[src/rtl/id_ex_stage_pkg.sv]
// Shared definitions for the femtoRV32 decode-to-execute pipeline register.
// Latency: none (types, constants and a helper function only).
// Backpressure: not applicable.
package id_ex_stage_pkg;

    localparam int XLEN   = 32;
    localparam int CTRL_W = 12;

    // Bit positions inside the packed decode control bundle.
    localparam int CTRL_REGWRITE = 0;
    localparam int CTRL_MEMTOREG = 1;
    localparam int CTRL_MEMWRITE = 2;
    localparam int CTRL_MEMREAD  = 3;
    localparam int CTRL_ALUSRC   = 4;
    localparam int CTRL_BRANCH   = 5;
    localparam int CTRL_JUMP     = 6;

    localparam logic [4:0] REG_X0 = 5'd0;

    // Contents of the EX slot, kept as one packed word so reset and bubbles
    // are a single assignment.
    typedef struct packed {
        logic              valid;
        logic [XLEN-1:0]   pc;
        logic [XLEN-1:0]   rs1_data;
        logic [XLEN-1:0]   rs2_data;
        logic [XLEN-1:0]   imm;
        logic [4:0]        rs1;
        logic [4:0]        rs2;
        logic [4:0]        rd;
        logic [CTRL_W-1:0] ctrl;
    } ex_slot_t;

    function automatic logic is_load(input logic [CTRL_W-1:0] ctrl);
        return ctrl[CTRL_MEMREAD];
    endfunction

endpackage

[src/rtl/id_ex_hazard.sv]
// Load-use hazard comparator: an EX-stage load feeding the instruction in decode.
// Latency: purely combinational.
// Backpressure: output forced low while the pipeline is stalled downstream.
//
// Ports:
//   ex_valid, ex_mem_read, ex_rd : instruction currently in the EX slot
//   id_valid, id_rs1, id_rs2     : instruction currently in decode
//   stall                        : downstream hold
//   load_use_stall               : request to hold fetch/decode for one cycle
module id_ex_hazard
    import id_ex_stage_pkg::*;
(
    input  logic       ex_valid,
    input  logic       ex_mem_read,
    input  logic [4:0] ex_rd,
    input  logic       id_valid,
    input  logic [4:0] id_rs1,
    input  logic [4:0] id_rs2,
    input  logic       stall,
    output logic       load_use_stall
);

    logic rd_match;

    // x0 is never a real producer, so a load targeting it cannot create a hazard.
    assign rd_match = (ex_rd != REG_X0) && ((ex_rd == id_rs1) || (ex_rd == id_rs2));

    assign load_use_stall = !stall && ex_valid && ex_mem_read && id_valid && rd_match;

endmodule

[src/rtl/id_ex_stage.sv]
// Decode-to-execute pipeline register with load-use bubble insertion.
// Latency: 1 cycle decode->EX; a load-use hazard costs exactly one bubble.
// Backpressure: stall freezes every EX register; load_use_stall asks upstream to hold.
//
// Optional feature macro: FORWARD_WB_EN -- when defined, a writeback to a
// source register in the same cycle is bypassed into the captured operand.
//
// Ports:
//   clk, rst                 : clock, synchronous active-high reset
//   id_*                     : decode instruction (valid, pc, indices, operands, imm, ctrl)
//   wb_regwrite, wb_rd, wb_data : register file write port (bypass source)
//   stall, flush             : downstream hold, redirect kill
//   load_use_stall           : hold request to fetch/decode
//   ex_*                     : registered EX slot contents
module id_ex_stage
    import id_ex_stage_pkg::*;
(
    input  logic              clk,
    input  logic              rst,
    input  logic              id_valid,
    input  logic [XLEN-1:0]   id_pc,
    input  logic [4:0]        id_rs1,
    input  logic [4:0]        id_rs2,
    input  logic [XLEN-1:0]   id_rs1_data,
    input  logic [XLEN-1:0]   id_rs2_data,
    input  logic [4:0]        id_rd,
    input  logic [XLEN-1:0]   id_imm,
    input  logic [CTRL_W-1:0] id_ctrl,
    input  logic              wb_regwrite,
    input  logic [4:0]        wb_rd,
    input  logic [XLEN-1:0]   wb_data,
    input  logic              stall,
    input  logic              flush,
    output logic              load_use_stall,
    output logic              ex_valid,
    output logic [XLEN-1:0]   ex_pc,
    output logic [XLEN-1:0]   ex_rs1_data,
    output logic [XLEN-1:0]   ex_rs2_data,
    output logic [XLEN-1:0]   ex_imm,
    output logic [4:0]        ex_rs1,
    output logic [4:0]        ex_rs2,
    output logic [4:0]        ex_rd,
    output logic [CTRL_W-1:0] ex_ctrl
);

    ex_slot_t        ex_q;
    logic [XLEN-1:0] rs1_operand;
    logic [XLEN-1:0] rs2_operand;

    id_ex_hazard u_hazard (
        .ex_valid       (ex_q.valid),
        .ex_mem_read    (is_load(ex_q.ctrl)),
        .ex_rd          (ex_q.rd),
        .id_valid       (id_valid),
        .id_rs1         (id_rs1),
        .id_rs2         (id_rs2),
        .stall          (stall),
        .load_use_stall (load_use_stall)
    );

`ifdef FORWARD_WB_EN
    // The register file is written at the same edge we capture, so its read
    // data is stale for a matching index; take the writeback value instead.
    assign rs1_operand = (wb_regwrite && (wb_rd != REG_X0) && (wb_rd == id_rs1)) ? wb_data : id_rs1_data;
    assign rs2_operand = (wb_regwrite && (wb_rd != REG_X0) && (wb_rd == id_rs2)) ? wb_data : id_rs2_data;
`else
    assign rs1_operand = id_rs1_data;
    assign rs2_operand = id_rs2_data;

    logic unused_wb;
    assign unused_wb = &{1'b0, wb_regwrite, wb_rd, wb_data};
`endif

    always_ff @(posedge clk) begin
        if (rst) begin
            ex_q <= '0;
        end else if (!stall) begin
            if (flush || load_use_stall) begin
                // Bubble: zero everything so a dead slot carries no stale control.
                ex_q <= '0;
            end else begin
                ex_q.valid    <= id_valid;
                ex_q.pc       <= id_pc;
                ex_q.rs1_data <= rs1_operand;
                ex_q.rs2_data <= rs2_operand;
                ex_q.imm      <= id_imm;
                ex_q.rs1      <= id_rs1;
                ex_q.rs2      <= id_rs2;
                ex_q.rd       <= id_rd;
                ex_q.ctrl     <= id_valid ? id_ctrl : '0;
            end
        end
    end

    assign ex_valid    = ex_q.valid;
    assign ex_pc       = ex_q.pc;
    assign ex_rs1_data = ex_q.rs1_data;
    assign ex_rs2_data = ex_q.rs2_data;
    assign ex_imm      = ex_q.imm;
    assign ex_rs1      = ex_q.rs1;
    assign ex_rs2      = ex_q.rs2;
    assign ex_rd       = ex_q.rd;
    assign ex_ctrl     = ex_q.ctrl;

endmodule
[config.mk]
export PLATFORM = sky130hd
export DESIGN_NAME = id_ex_stage
export DESIGN_NICKNAME = d
export VERILOG_FILES = /design/src/rtl/id_ex_stage_pkg.sv /design/src/rtl/id_ex_hazard.sv /design/src/rtl/id_ex_stage.sv
export SDC_FILE = /design/constraint.sdc
export NUM_CORES = 1
export LEC_CHECK = 0
export CAP_MARGIN = 20
export CORE_MARGIN = 8
export CORE_UTILIZATION = 42
export CTS_CLUSTER_DIAMETER = 150
export DETAILED_ROUTE_END_ITERATION = 8
export GPL_TIMING_DRIVEN = 0
export PLACE_DENSITY = 0.95
export SETUP_SLACK_MARGIN = 0.15
export SYNTH_ARGS = -nofsm -noshare
export SYNTH_HDL_FRONTEND = slang
export SYNTH_SLANG_ARGS = --single-unit
[constraint.sdc]
create_clock -name clk -period 3.9 [get_ports clk]
set_clock_uncertainty 0.1 [all_clocks]
set_input_delay 1.17 -clock clk [delete_from_list [all_inputs] [get_ports clk]]
set_output_delay 1.17 -clock clk [all_outputs]
set_load 0.02 [all_outputs]
== After elaboration in Yosys (flattened, before gate mapping) ==
Index checks and enable logic that the tools add are counted.
Operators by class
  equality and inequality tests: 2
  multiplexer cells: 2
  reduce and logical (&&, ||, !) cells: 9
Operators by type and width (count)
  156-bit two-way mux: 1
  12-bit two-way mux: 1
  5-bit == test: 2
  1-bit logical AND: 5
  5-bit nonzero test: 1
  1-bit logical OR: 2
  1-bit logical NOT: 1
Storage, ports and cells
  register bits after elaboration: 156
  input port bits: 198
  word-level logic and storage cells: 22

== Longest topological paths before layout ==
  word-level depth: 7
  gate-level depth with buffers: 6
  gate-level depth less buffers: 4

== By module ==
A second synthesis with hierarchy kept.
Second synthesis, totals
  cells, all modules: 382
  area, all modules: 4903.5 um^2
Modules (own cells, without submodules)
  id_ex_stage: instances 1, cells each 364, area an instance 4763.3 um^2, sequential area each 3123.0 um^2
  id_ex_hazard: instances 1, cells each 18, area an instance 140.1 um^2, sequential area each 0.0 um^2

== Worst setup path before layout ==
OpenSTA, ideal clock, no wires.
  path kind: input port to output port
  from: input id_rs2[4]
  to: output load_use_stall
  data arrival time: 2156 ps
  data required time: 2630 ps
  path slack: 474 ps
  stages on the path: 5
  path buffers: 1
  cell sequence: xnor2_1 nand3_1 o22ai_1 buf_2 nor2b_1
Between the ends
  cells in the longest elaborated chain, start to end: 4
Ends and longest elaborated chain
  start: declaration: RTL line id_ex_stage.sv:23  | input logic [4:0] id_rs2,
  5-bit == test: RTL line id_ex_hazard.sv:26  | assign rd_match = (ex_rd != REG_X0) && ((ex_rd == id_rs1) || (ex_rd == id_rs2));
  1-bit logical OR: RTL line id_ex_hazard.sv:26
  1-bit logical AND: RTL line id_ex_hazard.sv:26
  1-bit logical AND: RTL line id_ex_hazard.sv:28  | assign load_use_stall = !stall && ex_valid && ex_mem_read && id_valid && rd_match;
  end: declaration: RTL line id_ex_stage.sv:34  | output logic load_use_stall,
No other way between the ends.

== Final worst setup path ==
  from: input stall
  to: output load_use_stall
Between the ends
  cells in the longest elaborated chain, start to end: 5
Ends and longest elaborated chain
  start: declaration: RTL line id_ex_stage.sv:32  | input logic stall,
  1-bit logical NOT: RTL line id_ex_hazard.sv:28
  1-bit logical AND (4 in a row): RTL line id_ex_hazard.sv:28
No other way between the ends.

==> flow_summary_export.csv <==
group,metric,value,unit
global_route,gr-total-overflow,0,
power,p_comb_share,19.9,%
placement,place.detailed.hpwl,19700,um
worst_setup_path,cp.depth,7,
worst_setup_path,rr_endpoint,"ex_ctrl[4]$_SDFFE_PP0N_",
synthesis,ys_types,20,
clock_tree,clock_latency,0.42,ns
synthesis,synthTopCellsByArea,"dfxtp_1 (48%), a32oi_1 (19%), o21ai_0 (9.4%)",
power,p_leak,3.61,nW
timing,hold_violations,0,
placement,place.gp.congestion,0.834,
cells_and_area,fin_nets,1280,
worst_setup_path,worstSetupEndpointType,"output pin",
clock_tree,clk_pin_slew,0.06,ns
placement,port_buffers,316,
worst_setup_path,crit_end,"load_use_stall",
cells_and_area,fin_area,0.0106,mm2
power,sw_frac_of_total,27.6,%
clock_tree,numCtsBuffers,17,
global_route,grt_start_max_net_pins,17,
worst_setup_path,arrival,2.44,ns
detailed_routing,drt_pre_antenna_iters,6,
synthesis,synth_seq_cells,156,
placement,dpl_cell_area,0.00995,mm2
clock_tree,clkSinkCount,156,
synthesis,yosys.area.top_type,"dfxtp_1",
power,netSwitchingPower,1.20,mW
status,status,"finished clean",
timing,fmax,269,MHz
job,drv_cap,0,
detailed_routing,drt-initial-drc-count,737,
detailed_routing,met2RoutedLength,13200,um
power,power_frac_seq,41.1,%
power,p_clk_share,39.0,%
global_route,first_global_vias,7438,
cells_and_area,post-route-util,69.6,%
synthesis,synth.cell_area,0.00655,mm2
placement,dp.cells,1249,
power,ir_drop,265,uV
global_route,grtUsageTotal,25.8,%
floorplan,die_area,0.0198,mm2
cells_and_area,area_growth,61.6,%
timing,rsz0062_at_grt,"no",
timing,finalMaxSlewViolations,0,
clock_tree,cts_tree,"yes",
worst_setup_path,cp-startpoint,"stall",
synthesis,netlist.area_leader.share,47.7,%
synthesis,synth_area_per_cell,8.79,um2
worst_setup_path,crit_type,"in -> out",
worst_setup_path,cp_slowest_cell,"and4b_1",
worst_setup_path,crit_required,2.63,ns
detailed_routing,viasPerCell,5.95,
detailed_routing,wl_per_cell,20.9,um
worst_setup_path,cp_top_family,"buffers and inverters",
clock_tree,cts_hold_repair.buffers,0,
global_route,grt_pass1_wl,40900,um
worst_setup_path,critPathMaxFanout,10,
timing,worst_slack,0.189,ns
floorplan,fp.dieW,141,um
synthesis,synth_nets,943,
synthesis,syn_inst,745,
clock_tree,cts_root_buf,"clkbuf_16",
floorplan,io_pins,355,
worst_setup_path,crit_chain,"dlygate4sd2_1 > and4b_1 > o21ai_4 > buf_6 > buf_6 > nor2b_2 > buf_6",
floorplan,coreArea,0.0152,mm2
timing,max_slew.worst_pin.slew,0.736,ns
power,internal-power,3.14,mW
synthesis,ys_seq_area_share,47.7,%
timing,final.setup.tns,0,ns
detailed_routing,met1_length,10200,um
floorplan,die_h,141,um
detailed_routing,dr_wl_met3,2500,um
worst_setup_path,timing.critical_path.mode_cell,"buf_6",
worst_setup_path,reg2reg_slack,1.54,ns
floorplan,initial_core_util,43.1,%
worst_setup_path,worst-path-buf-inv,4,
timing,max-slew-margin-rel,51.0,%
worst_setup_path,timing.rr.start,"ex_rd[4]$_SDFFE_PP0N_",
detailed_routing,top_layer,"met4",
detailed_routing,drc,0,
worst_setup_path,worst_setup_path_start_kind,"input port",
cells_and_area,stdcell_count,1283,
worst_setup_path,r2r_cells,7,
cells_and_area,drive_above_1_share,5.94,%
worst_hold_path,hp-class,"reg -> reg",
timing,setup_viol,0,
cells_and_area,nFillCells,1095,
power,powerDensity,410,mW/mm2
timing,period_needed,3.71,ns
worst_setup_path,max_stage_delay,0.31,ns
detailed_routing,antenna_left,0,
floorplan,placementRows,45,
clock_tree,htreeDepth,4,
placement,post-place-ws,-0.839,ns
detailed_routing,num_vias,7633,
detailed_routing,drt_wl_total,26800,um
synthesis,yosysWarnings,0,
timing,finalCritPeriodShare,95.2,%
global_route,antenna_found_initial,1,
clock_tree,clk_path_buf_depth,2,
-- repair_timing --
action	4_1_cts	5_1_grt
setup endpoints to repair	1	1
resized for setup	25	3
setup buffers	2	0
pin swaps	4	0
-- cells in the mapped netlist, drive strengths merged --
library cell	count
o21ai	157
dfxtp	156
nand2	146
a32oi	144
clkbuf	68
buf	20
nand3	14
a22oi	12
and3	12
xnor2	10
nor2b	2
and4b	1
nor3	1
o22ai	1
or4	1
-- final cells by class --
class | count | area, um2 | area share [%]
clock inverter | 10 | 115 | 1.09
buffer | 88 | 453 | 4.28
antenna | 1 | 2.50 | 0.0236
clock buffer | 21 | 480 | 4.54
multi-input combinational | 501 | 3020 | 28.5
sequential | 156 | 3120 | 29.5
tap | 188 | 235 | 2.22
timing repair buffer | 318 | 3160 | 29.9
-- logic make-up (layout without fill, tap and decap cells) --
group           Yosys count  count (layout)  synth area share [%]
simple gates            177             177                  11.3
compound gates          314             314                  32.9
flops                   156             156                  47.7
buf+inv                  88             437                  6.82
xor+xnor                 10              10                  1.34
other cells               0               1                     0
-- stage by stage --
step	total power [mW]	hold WS [ns]
3_3_place_gp	2.65	0.346
5_1_grt	4.49	0.386
4_1_cts	4.35	0.370
6_report	4.34	0.368
3_5_place_dp	2.67	0.353
2_1_floorplan	2.15	0.383
-- registers in the layout, indices dropped and copies added, names as in the netlist --
name,cells
ex_rs2_data,32
ex_pc,32
ex_ctrl,12
ex_valid,1
ex_rs2,5
ex_rd,5
ex_rs1,5
ex_imm,32
ex_rs1_data,32
-- worst min path at each step --
stage	slack [ns]	cells past startpoint	end	startpoint
floorplan	0.38	2	ex_ctrl[3]$_SDFFE_PP0N_	ex_ctrl[3]$_SDFFE_PP0N_
global placement	0.35	2	ex_pc[5]$_SDFFE_PP0N_	ex_pc[5]$_SDFFE_PP0N_
detailed placement	0.35	2	ex_rs2_data[24]$_SDFFE_PP0N_	ex_rs2_data[24]$_SDFFE_PP0N_
CTS	0.37	2	ex_rs2_data[24]$_SDFFE_PP0N_	ex_rs2_data[24]$_SDFFE_PP0N_
global route	0.39	2	ex_rs2_data[1]$_SDFFE_PP0N_	ex_rs2_data[1]$_SDFFE_PP0N_
finish	0.37	2	ex_imm[18]$_SDFFE_PP0N_	ex_imm[18]$_SDFFE_PP0N_
-- cell usage in the layout (no fill, tap or decap), drive strengths merged, types with 2 or more instances in the layout --
cell type	count
o21ai	157
a32oi	144
clkdlybuf4s50	303
dfxtp	156
nor2b	2
a22oi	12
buf	23
bufinv	2
xnor2	10
clkinv	5
nand3	14
clkinvlp	3
clkbuf	90
and3	12
dlygate4sd2	11
nand2	146
-- power by group through the flow --
stage	Sequential [mW]	Clock, mW	Combinational, mW
2_1_floorplan	1.95	0	0.203
5_1_grt	1.79	1.78	0.916
3_3_place_gp	1.81	0	0.837
4_1_cts	1.78	1.71	0.865
6_report	1.78	1.69	0.866
3_5_place_dp	1.81	0	0.853
-- routing by layer --
layer / vias to the layer above / global-route usage (%)
li1: 3515 / -
met1: 3649 / 29.4
met2: 396 / 43.0
met3: 73 / 7.66
met4: 0 / 13.3
met5: - / 0
-- tightest hold or removal path: stages, from the launching register on --
cell,delay [ns]
dfxtp_1,0.32
a32oi_1,0.05
o21ai_0,0.06
(Power assumes the default switching activity.)
